==> config.mk <==
export PLATFORM = sky130hd
export DESIGN_NAME = key_conditioner
export DESIGN_NICKNAME = d
export VERILOG_FILES = /design/src/rtl/key_pkg.sv /design/src/rtl/key_channel.sv /design/src/rtl/key_conditioner.sv
export SDC_FILE = /design/constraint.sdc
export NUM_CORES = 1
export LEC_CHECK = 0
export BUFFER_PORTS_ARGS = -buffer_cell sky130_fd_sc_hd__buf_2
export CORE_MARGIN = 3
export CORE_UTILIZATION = 50
export DETAILED_ROUTE_END_ITERATION = 7
export PLACE_DENSITY_LB_ADDON = 0.1
export REMOVE_ABC_BUFFERS = 1
export SLEW_MARGIN = 20
export SYNTH_ARGS = -nofsm -noshare
export SYNTH_HDL_FRONTEND = slang
export SYNTH_SLANG_ARGS = --single-unit
==> constraint.sdc <==
create_clock -name CLOCK_50 -period 3.1 [get_ports CLOCK_50]
set_input_delay 0.62 -clock CLOCK_50 [delete_from_list [all_inputs] [get_ports CLOCK_50]]
set_output_delay 0.62 -clock CLOCK_50 [all_outputs]
set_load 0.005 [all_outputs]
==> src/rtl/key_pkg.sv <==
// Shared types and default timing for the push-button conditioner.
package key_pkg;

  // Number of push-buttons handled by the conditioner.
  localparam int NUM_KEYS = 4;

  // Default timing at 50 MHz: 20 ms debounce, 500 ms first repeat, 100 ms repeat period.
  localparam int DEF_DEBOUNCE_CYCLES = 1000000;
  localparam int DEF_REPEAT_DELAY    = 25000000;
  localparam int DEF_REPEAT_RATE     = 5000000;

  // Per-key auto-repeat state.
  typedef enum logic [1:0] {
    IDLE   = 2'd0,
    DELAY  = 2'd1,
    REPEAT = 2'd2
  } rep_state_t;

  // Counter width able to hold 0..n-1, never narrower than one bit.
  function automatic int cnt_width(input int n);
    return (n > 1) ? $clog2(n) : 1;
  endfunction

  // Larger of two integers.
  function automatic int max2(input int a, input int b);
    return (a > b) ? a : b;
  endfunction

endpackage

==> src/rtl/key_channel.sv <==
// One push-button: 2-flop synchronizer, debounce counter and auto-repeat FSM.
// All outputs are registered; press/release/step are single-cycle pulses.
module key_channel
  import key_pkg::*;
#(
  parameter int DEBOUNCE_CYCLES = DEF_DEBOUNCE_CYCLES,
  parameter int REPEAT_DELAY    = DEF_REPEAT_DELAY,
  parameter int REPEAT_RATE     = DEF_REPEAT_RATE
) (
  input  logic clk,
  input  logic reset_n,
  input  logic key_n,
  input  logic repeat_en,
  output logic pressed,
  output logic press,
  output logic release_pulse,
  output logic step
);

  localparam int CW = cnt_width(DEBOUNCE_CYCLES);
  localparam int TW = cnt_width(max2(REPEAT_DELAY, REPEAT_RATE));
  localparam logic [CW-1:0] CNT_LAST   = CW'(DEBOUNCE_CYCLES - 1);
  localparam logic [TW-1:0] DELAY_LAST = TW'(REPEAT_DELAY - 1);
  localparam logic [TW-1:0] RATE_LAST  = TW'(REPEAT_RATE - 1);

  logic          sync_a;
  logic          sync_b;
  logic          key_level;
  logic [CW-1:0] cnt;
  logic [CW-1:0] cnt_next;
  logic          toggle;
  logic          pressed_next;
  logic          repeat_fire;
  rep_state_t    state;
  rep_state_t    state_next;
  logic [TW-1:0] timer;
  logic [TW-1:0] timer_next;

  // Two-flop synchronizer; resets to the released (high) level.
  always_ff @(posedge clk) begin
    if (!reset_n) begin
      sync_a <= 1'b1;
      sync_b <= 1'b1;
    end else begin
      sync_a <= key_n;
      sync_b <= sync_a;
    end
  end

  assign key_level = ~sync_b;

  // Debounce: count consecutive disagreeing cycles, flip the level on the last one.
  always_comb begin
    cnt_next     = '0;
    toggle       = 1'b0;
    pressed_next = pressed;
    if (key_level != pressed) begin
      if (cnt == CNT_LAST) begin
        toggle       = 1'b1;
        pressed_next = ~pressed;
        cnt_next     = '0;
      end else begin
        cnt_next = cnt + CW'(1);
      end
    end else begin
      cnt_next = '0;
    end
  end

  // Repeat FSM next state; a falling level or disabled repeat always wins over a pulse.
  // A repeat pulse is suppressed if step is already high so step never lasts two cycles.
  always_comb begin
    state_next  = state;
    timer_next  = timer;
    repeat_fire = 1'b0;
    if (!pressed_next || !repeat_en) begin
      state_next = IDLE;
      timer_next = '0;
    end else begin
      case (state)
        IDLE: begin
          timer_next = '0;
          if (toggle) begin
            state_next = DELAY;
          end else begin
            state_next = IDLE;
          end
        end
        DELAY: begin
          if (timer == DELAY_LAST) begin
            repeat_fire = ~step;
            state_next  = REPEAT;
            timer_next  = '0;
          end else begin
            timer_next = timer + TW'(1);
          end
        end
        REPEAT: begin
          if (timer == RATE_LAST) begin
            repeat_fire = ~step;
            timer_next  = '0;
          end else begin
            timer_next = timer + TW'(1);
          end
        end
        default: begin
          state_next = IDLE;
          timer_next = '0;
        end
      endcase
    end
  end

  // Debounced level, counter and registered output pulses.
  always_ff @(posedge clk) begin
    if (!reset_n) begin
      cnt           <= '0;
      pressed       <= 1'b0;
      press         <= 1'b0;
      release_pulse <= 1'b0;
      step          <= 1'b0;
    end else begin
      cnt           <= cnt_next;
      pressed       <= pressed_next;
      press         <= toggle & pressed_next;
      release_pulse <= toggle & ~pressed_next;
      step          <= (toggle & pressed_next) | repeat_fire;
    end
  end

  // Repeat FSM state and timer register.
  always_ff @(posedge clk) begin
    if (!reset_n) begin
      state <= IDLE;
      timer <= '0;
    end else begin
      state <= state_next;
      timer <= timer_next;
    end
  end

endmodule

==> src/rtl/key_conditioner.sv <==
// Four independent push-button conditioners: debounced level, press/release
// pulses and an auto-repeating step pulse per key.
module key_conditioner
  import key_pkg::*;
#(
  parameter int DEBOUNCE_CYCLES = DEF_DEBOUNCE_CYCLES,
  parameter int REPEAT_DELAY    = DEF_REPEAT_DELAY,
  parameter int REPEAT_RATE     = DEF_REPEAT_RATE
) (
  input  logic                CLOCK_50,
  input  logic                RESET_N,
  input  logic [NUM_KEYS-1:0] KEY,
  input  logic [NUM_KEYS-1:0] REPEAT_EN,
  output logic [NUM_KEYS-1:0] PRESSED,
  output logic [NUM_KEYS-1:0] PRESS,
  output logic [NUM_KEYS-1:0] RELEASE,
  output logic [NUM_KEYS-1:0] STEP
);

  for (genvar i = 0; i < NUM_KEYS; i++) begin : g_key
    key_channel #(
      .DEBOUNCE_CYCLES(DEBOUNCE_CYCLES),
      .REPEAT_DELAY   (REPEAT_DELAY),
      .REPEAT_RATE    (REPEAT_RATE)
    ) u_channel (
      .clk          (CLOCK_50),
      .reset_n      (RESET_N),
      .key_n        (KEY[i]),
      .repeat_en    (REPEAT_EN[i]),
      .pressed      (PRESSED[i]),
      .press        (PRESS[i]),
      .release_pulse(RELEASE[i]),
      .step         (STEP[i])
    );
  end

endmodule

==> results of run 1 <==
## routing by layer
layer	wire (um)	GRT usage (%)	part of all wire, %	vias up
li1	-	-	-	3842
met2	7620	27.4	44	62
met5	0	0	0	-
met4	309	4.52	1.8	0
met3	499	2.73	2.8	22
met1	9090	24.3	52	3313
## worst max-delay path, cell delays in order, from the launching register on
cell	delay (ns)
dfxtp_1	0.33
or4b_1	0.52
or4_4	0.51
o21a_1	0.24
or4b_1	0.51
a211oi_1	0.23
## worst max-delay path by stage
stage / from / endpoint / slack (ns)
after floorplan: g_key[2].u_channel.timer[7] / g_key[2].u_channel.timer[10] / 0.36
after global placement: g_key[2].u_channel.timer[7] / g_key[2].u_channel.state[0] / 0.73
after detailed placement: g_key[2].u_channel.timer[7] / g_key[2].u_channel.state[0] / 0.68
after CTS: g_key[2].u_channel.timer[7] / g_key[2].u_channel.state[0] / 0.69
after global routing: g_key[3].u_channel.timer[0] / g_key[3].u_channel.state[0] / 0.50
final: g_key[2].u_channel.timer[7] / g_key[2].u_channel.state[0] / 0.68
## layout make-up
class	instances	area share, %
clock inverter	3	0.372
inverter	40	1.40
tap	260	3.03
clock buffer	38	6.92
timing repair buffer	37	2.00
multi-input combinational	823	46.8
sequential	212	39.5
## registers in the layout (all words and copies together), names as in the netlist
| name | cells |
|---|---|
| g_key.u_channel.state | 8 |
| g_key.u_channel.release_pulse | 4 |
| g_key.u_channel.sync_a | 4 |
| g_key.u_channel.cnt | 80 |
| g_key.u_channel.sync_b | 4 |
| g_key.u_channel.step | 4 |
| g_key.u_channel.press | 4 |
| g_key.u_channel.pressed | 4 |
| g_key.u_channel.timer | 100 |
## power breakdown
group	leakage, nW	switching (mW)	internal [mW]	total, mW
registers	1.71	0.00475	2.73	2.74
clock network	0.387	1.06	1.71	2.77
logic	1.35	0.0229	0.0131	0.0360
total	3.45	1.09	4.46	5.55
## placed cells by master, fill, tap and decap left out, drive strengths merged, types with 4 or more instances in the layout
cell type and count:
nor2 221, dfxtp 212, xnor2 92, nand3 82
xor2 71, nand2 63, inv 40, nor3 40
nand4 38, clkbuf 38, buf 37, and3 30
nor4 23, ha 20, and4 19, nor4b 10
or4 9, nor2b 8, and2 8, o21ai 8
nand2b 8, a21oi 7, or3 6, o21a 5
nor4bb 5, nor3b 5, or2 4, or4b 4
## cell families after synthesis
group / Yosys count
buffers and inverters: 82
XOR/XNOR: 163
flip-flops: 212
multiplexers: 4
AND/OR/NAND/NOR: 590
adder cells (fa/ha/maj): 20
AO/OA/AOI/OAI: 46
==> impl_metrics.toml, run 1 <==
[outcome]
outcome = "complete, no violations"

[yosys]
yosysUniqueCellTypes = 51
synth_common_cells = "nor2_1 (221), dfxtp_1 (212), xnor2_1 (92)"
yosysTopAreaCellShare_pct = 44.1
synthAdderAreaFrac_pct = 2.60
yosysWarnings = 0
synth_area_leaders = "dfxtp_1 (44%), nor2_1 (8.6%), xnor2_1 (8.4%)"
synth_ff_type = "dfxtp_1"
synth_edf_count = 0
synthMuxAreaShare_pct = 0.429
synth-xor-area-share_pct = 14.8
yosysSeqAreaShare_pct = 44.1
yosysTopAreaCell = "dfxtp_1"
avgSynthCellArea_um2 = 8.62
netlist_instances = 1117
ys_seq_elements = 212
yosysMostFrequentCell = "nor2_1"
yosys.area_share.simple_pct = 30.9
syn-cell-area_um2 = 9630
synth-compound-area-share_pct = 3.30
synth_top_family_by_area = "simple AND/OR/NAND/NOR gates"
synthArstFlopShare_pct = 0

[cts]
clockBufferDepth = 3
ctsResizeCount = 0
clock-root-buffer = "clkbuf_16"
cts_made_buffers = 24
ctsHtreeMaxLevel = 1
cts_tree = "built"
clk_latency_ns = 0.51
cts_sinks = 212
ctsHoldBuffers = 0
clk_pin_slew_ns = 0.06
cts_setup_buffers = 0

[finish]
diodes = 0
synthToLayoutAreaGrowth_pct = 11.7
layout-drive-gt1-share_pct = 7.20
multi_input_area_um2 = 5030
seq_area_um2 = 4240
fin_cells = 1413
postLayoutCoreUtil_pct = 57.1
stdcell_area_um2 = 10800
nets = 1168
fillCellCount = 1763

[worst_setup_path]
r2r-end = "g_key[2].u_channel.state[0]"
reg2reg_depth = 5
critPathKind = "register to register"
r2r-start = "g_key[2].u_channel.timer[7]"
crit_required_ns = 3.52
end_kind = "register"
critPathLaunchType = "register"
cp_max_fo = 4
r2r_slack_ns = 0.68
crit_arrival_ns = 2.84

[global_route]
grt_max_degree = 26
gr-usage-all-layers_pct = 17.2
grt_pass1_vias = 6882
grt_pass1_wl_mm = 31.0
antenna_found_initial = 0
overflow = 0

[detailed_routing]
first_pass_iters = 4
drtIter0Drc = 320
drcViolationCount = 0
drtAntennaViolNets = 0
vias = 7239
wirelength_mm = 17.5
routed_via_density = 5.12
wl_per_cell_um = 12.4

[sta]
rsz0062_at_grt = "no"
relSlewSlack_pct = 48.0
whs_ns = 0.290
layout_setup_ws_ns = 0.677
fin_crit_sh_pct = 78.2
period_needed_ns = 2.42
fin_worst_skew_ns = 0.0121
setup_viol = 0
finalMaxSlewViolations = 0
finalSetupTns_ns = 0
hold_violations = 0
tightest_slew_ns = 0.778
max_freq_mhz = 413

[floorplanning]
rows = 50
die_w_um = 145
core_region_area_um2 = 18800
die_area_um2 = 21000
die_h_um = 145
io_pins = 26
start_util_pct = 51.1

[hold_path]
hp-class = "primary input to register"
hold-path-endpoint = "g_key[3].u_channel.sync_a"
whs_path_depth = 2
min-delay-start = "KEY[3]"

[place]
postPlaceCellArea_um2 = 9970
io_buffers = 25
place.gp.congestion = 0.761
hpwl_mm = 11.8
preCtsSetupSlack_ns = 0.683
dpl.cell_count = 1372

[pwr]
leakage_nw = 3.45
p_per_area_nw_per_um2 = 516
peakVddDrop_uv = 350
totalPowerFinal_mw = 5.55

[job]
max_cap_violations = 0
Note: power is estimated with default switching activity, not from simulation.
==> inputs of run 2 (changes only) <==
--- a/config.mk
+++ b/config.mk
@@ -5,6 +5,7 @@
 export SDC_FILE = /design/constraint.sdc
 export NUM_CORES = 1
 export LEC_CHECK = 0
+export ABC_AREA = 1
 export BUFFER_PORTS_ARGS = -buffer_cell sky130_fd_sc_hd__buf_2
 export CORE_MARGIN = 3
 export CORE_UTILIZATION = 50
==> constraint.sdc (replaced) <==
create_clock -name CLOCK_50 -period 2.45 [get_ports CLOCK_50]
set_input_delay 0.49 -clock CLOCK_50 [delete_from_list [all_inputs] [get_ports CLOCK_50]]
set_output_delay 0.49 -clock CLOCK_50 [all_outputs]
set_load 0.005 [all_outputs]
==> run 2 against run 1 <==
Compared with the run above: setup slack got worse by 0.26 ns; sequential cell count did not move; fmax rose by 19%; hold slack got worse by 0.13 ns; die area rose by 21%; via count rose by 46%; register-to-register slack got worse by 0.26 ns; largest cell class unchanged; largest power group unchanged.
==> impl_metrics.toml, run 2 <==
[global_route]
gr-usage-all-layers_pct = 20.1
grt_pass1_wl_mm = 45.0
antenna_found_initial = 0
grt_pass1_vias = 9908
grt_max_degree = 27
overflow = 0

[outcome]
outcome = "complete, no violations"

[sta]
layout_setup_ws_ns = 0.418
finalSetupTns_ns = 0
max_freq_mhz = 492
fin_crit_sh_pct = 82.9
fin_worst_skew_ns = 0.00907
period_needed_ns = 2.03
relSlewSlack_pct = 58.0
hold_violations = 0
tightest_slew_ns = 0.630
whs_ns = 0.158
setup_viol = 0
rsz0062_at_grt = "no"
finalMaxSlewViolations = 0

[cts]
clk_pin_slew_ns = 0.06
ctsResizeCount = 0
cts_sinks = 212
ctsHtreeMaxLevel = 1
cts_tree = "built"
cts_made_buffers = 25
clock-root-buffer = "clkbuf_16"
cts_setup_buffers = 0
ctsHoldBuffers = 0
clk_latency_ns = 0.52
clockBufferDepth = 3

[place]
place.gp.congestion = 0.868
preCtsSetupSlack_ns = 0.424
io_buffers = 25
hpwl_mm = 18.8

[finish]
mostFrequentLayoutCell = "nand2_1"
fillCellCount = 2319
diodes = 0
synthToLayoutAreaGrowth_pct = 10.4
layout-drive-gt1-share_pct = 8.15
largest_registers = "g_key.u_channel.timer: 100 flops, g_key.u_channel.cnt: 80 flops, g_key.u_channel.state: 8 flops"
top_register = "g_key.u_channel.timer"
seq_area_um2 = 4240
layout_common_cells = "nand2_1 (425), nor2_1 (352), dfxtp_1 (212)"
postLayoutCoreUtil_pct = 56.6
nets = 1829
multi_input_area_um2 = 6390
largest_reg_flops = 100

[yosys]
netlist_instances = 1781
yosysWarnings = 0
synthArstFlopShare_pct = 0
yosysTopAreaCellShare_pct = 36.2
avgSynthCellArea_um2 = 6.58
yosysSeqAreaShare_pct = 36.2
yosysUniqueCellTypes = 43
yosysTopAreaCell = "dfxtp_1"
synth_ff_type = "dfxtp_1"
syn-cell-area_um2 = 11700
synth_area_leaders = "dfxtp_1 (36%), nand2_1 (14%), nor2_1 (11%)"
synth_common_cells = "nand2_1 (425), nor2_1 (352), dfxtp_1 (212)"
ys_seq_elements = 212
synth_edf_count = 0
yosysMostFrequentCell = "nand2_1"

[worst_setup_path]
critPathLaunch = "g_key[0].u_channel.cnt[0]"
cp_max_fo = 12
r2r-start = "g_key[0].u_channel.cnt[0]"
end_kind = "register"
crit_required_ns = 2.90
critPathKind = "register to register"
crit_arrival_ns = 2.48
critPathLaunchType = "register"

[pwr]
peakVddDrop_uv = 494
p_per_area_nw_per_um2 = 588
leakage_nw = 4.67

[job]
max_cap_violations = 0

[detailed_routing]
drcViolationCount = 0
routed_via_density = 4.96
wirelength_mm = 25.6
first_pass_iters = 5
wl_per_cell_um = 12.0
drtAntennaViolNets = 0
drtIter0Drc = 624
vias = 10600

[floorplanning]
die_h_um = 159
core_region_area_um2 = 22800
die_w_um = 159
start_util_pct = 51.3
die_area_um2 = 25300
rows = 55
io_pins = 26

[hold_path]
hp-class = "primary input to register"
min-delay-start = "KEY[0]"
-- run 2: worst max-delay path, stage by stage, from the launching register on --
cell     delay, ns
dfxtp_1       0.43
ha_1          0.29
nand3_2       0.15
nor2_2        0.16
nand3_2       0.13
nand2_2       0.10
nand2_1       0.06
nor2_2        0.38
nand3_1       0.14
nor2_1        0.10
-- run 2: kinds of logic after synthesis --
family / share of synthesized area, %
buffers and inverters: 9.28
AND/OR/NAND/NOR: 43.5
adder cells (fa/ha/maj): 2.13
AO/OA/AOI/OAI: 3.64
flip-flops: 36.2
XOR/XNOR: 5.23
-- run 2: through the flow --
step | total power, mW | cells | cell area (um2)
after floorplan | 3.56 | 1738 | 11400
final | 7.61 | 2130 | 12900
after global routing | 7.88 | 2130 | 12900
after global placement | 3.60 | 2085 | 12000
after detailed placement | 3.60 | 2085 | 12000
after CTS | 7.73 | 2130 | 12900
-- run 2: area by class of cell --
cell class,count,area share (%)
repair buffers,34,1.49
clock inverters,14,1.82
inverters,212,6.15
clock buffers,31,5.32
multi-input cells,1314,49.4
well taps,313,3.03
flip-flops and latches,212,32.8
-- run 2: path summary, 6_finish.rpt --
| check | slack, ns | cells past startpoint | to |
|---|---|---|---|
| worst min register to register | 0.41 | 1 | g_key[2].u_channel.sync_b |
| worst max-delay path | 0.42 | 9 | g_key[0].u_channel.timer[20] |
| worst min-delay path | 0.16 | 2 | g_key[0].u_channel.sync_a |
| worst max register to register | 0.42 | 9 | g_key[0].u_channel.timer[20] |
-- run 2: per-layer routing --
layer | vias up | GRT usage, % | wire length [um]
li1 | 5687 | - | -
met1 | 4701 | 28.0 | 12900
met2 | 138 | 33.7 | 11500
met3 | 29 | 2.58 | 747
met4 | 0 | 3.98 | 436
met5 | - | 0 | 0
-- run 2: report_power, final --
group	total, mW	internal, mW	switching, mW
logic	0.0605	0.0198	0.0407
registers	3.46	3.46	0.00542
clock network	4.09	2.62	1.47
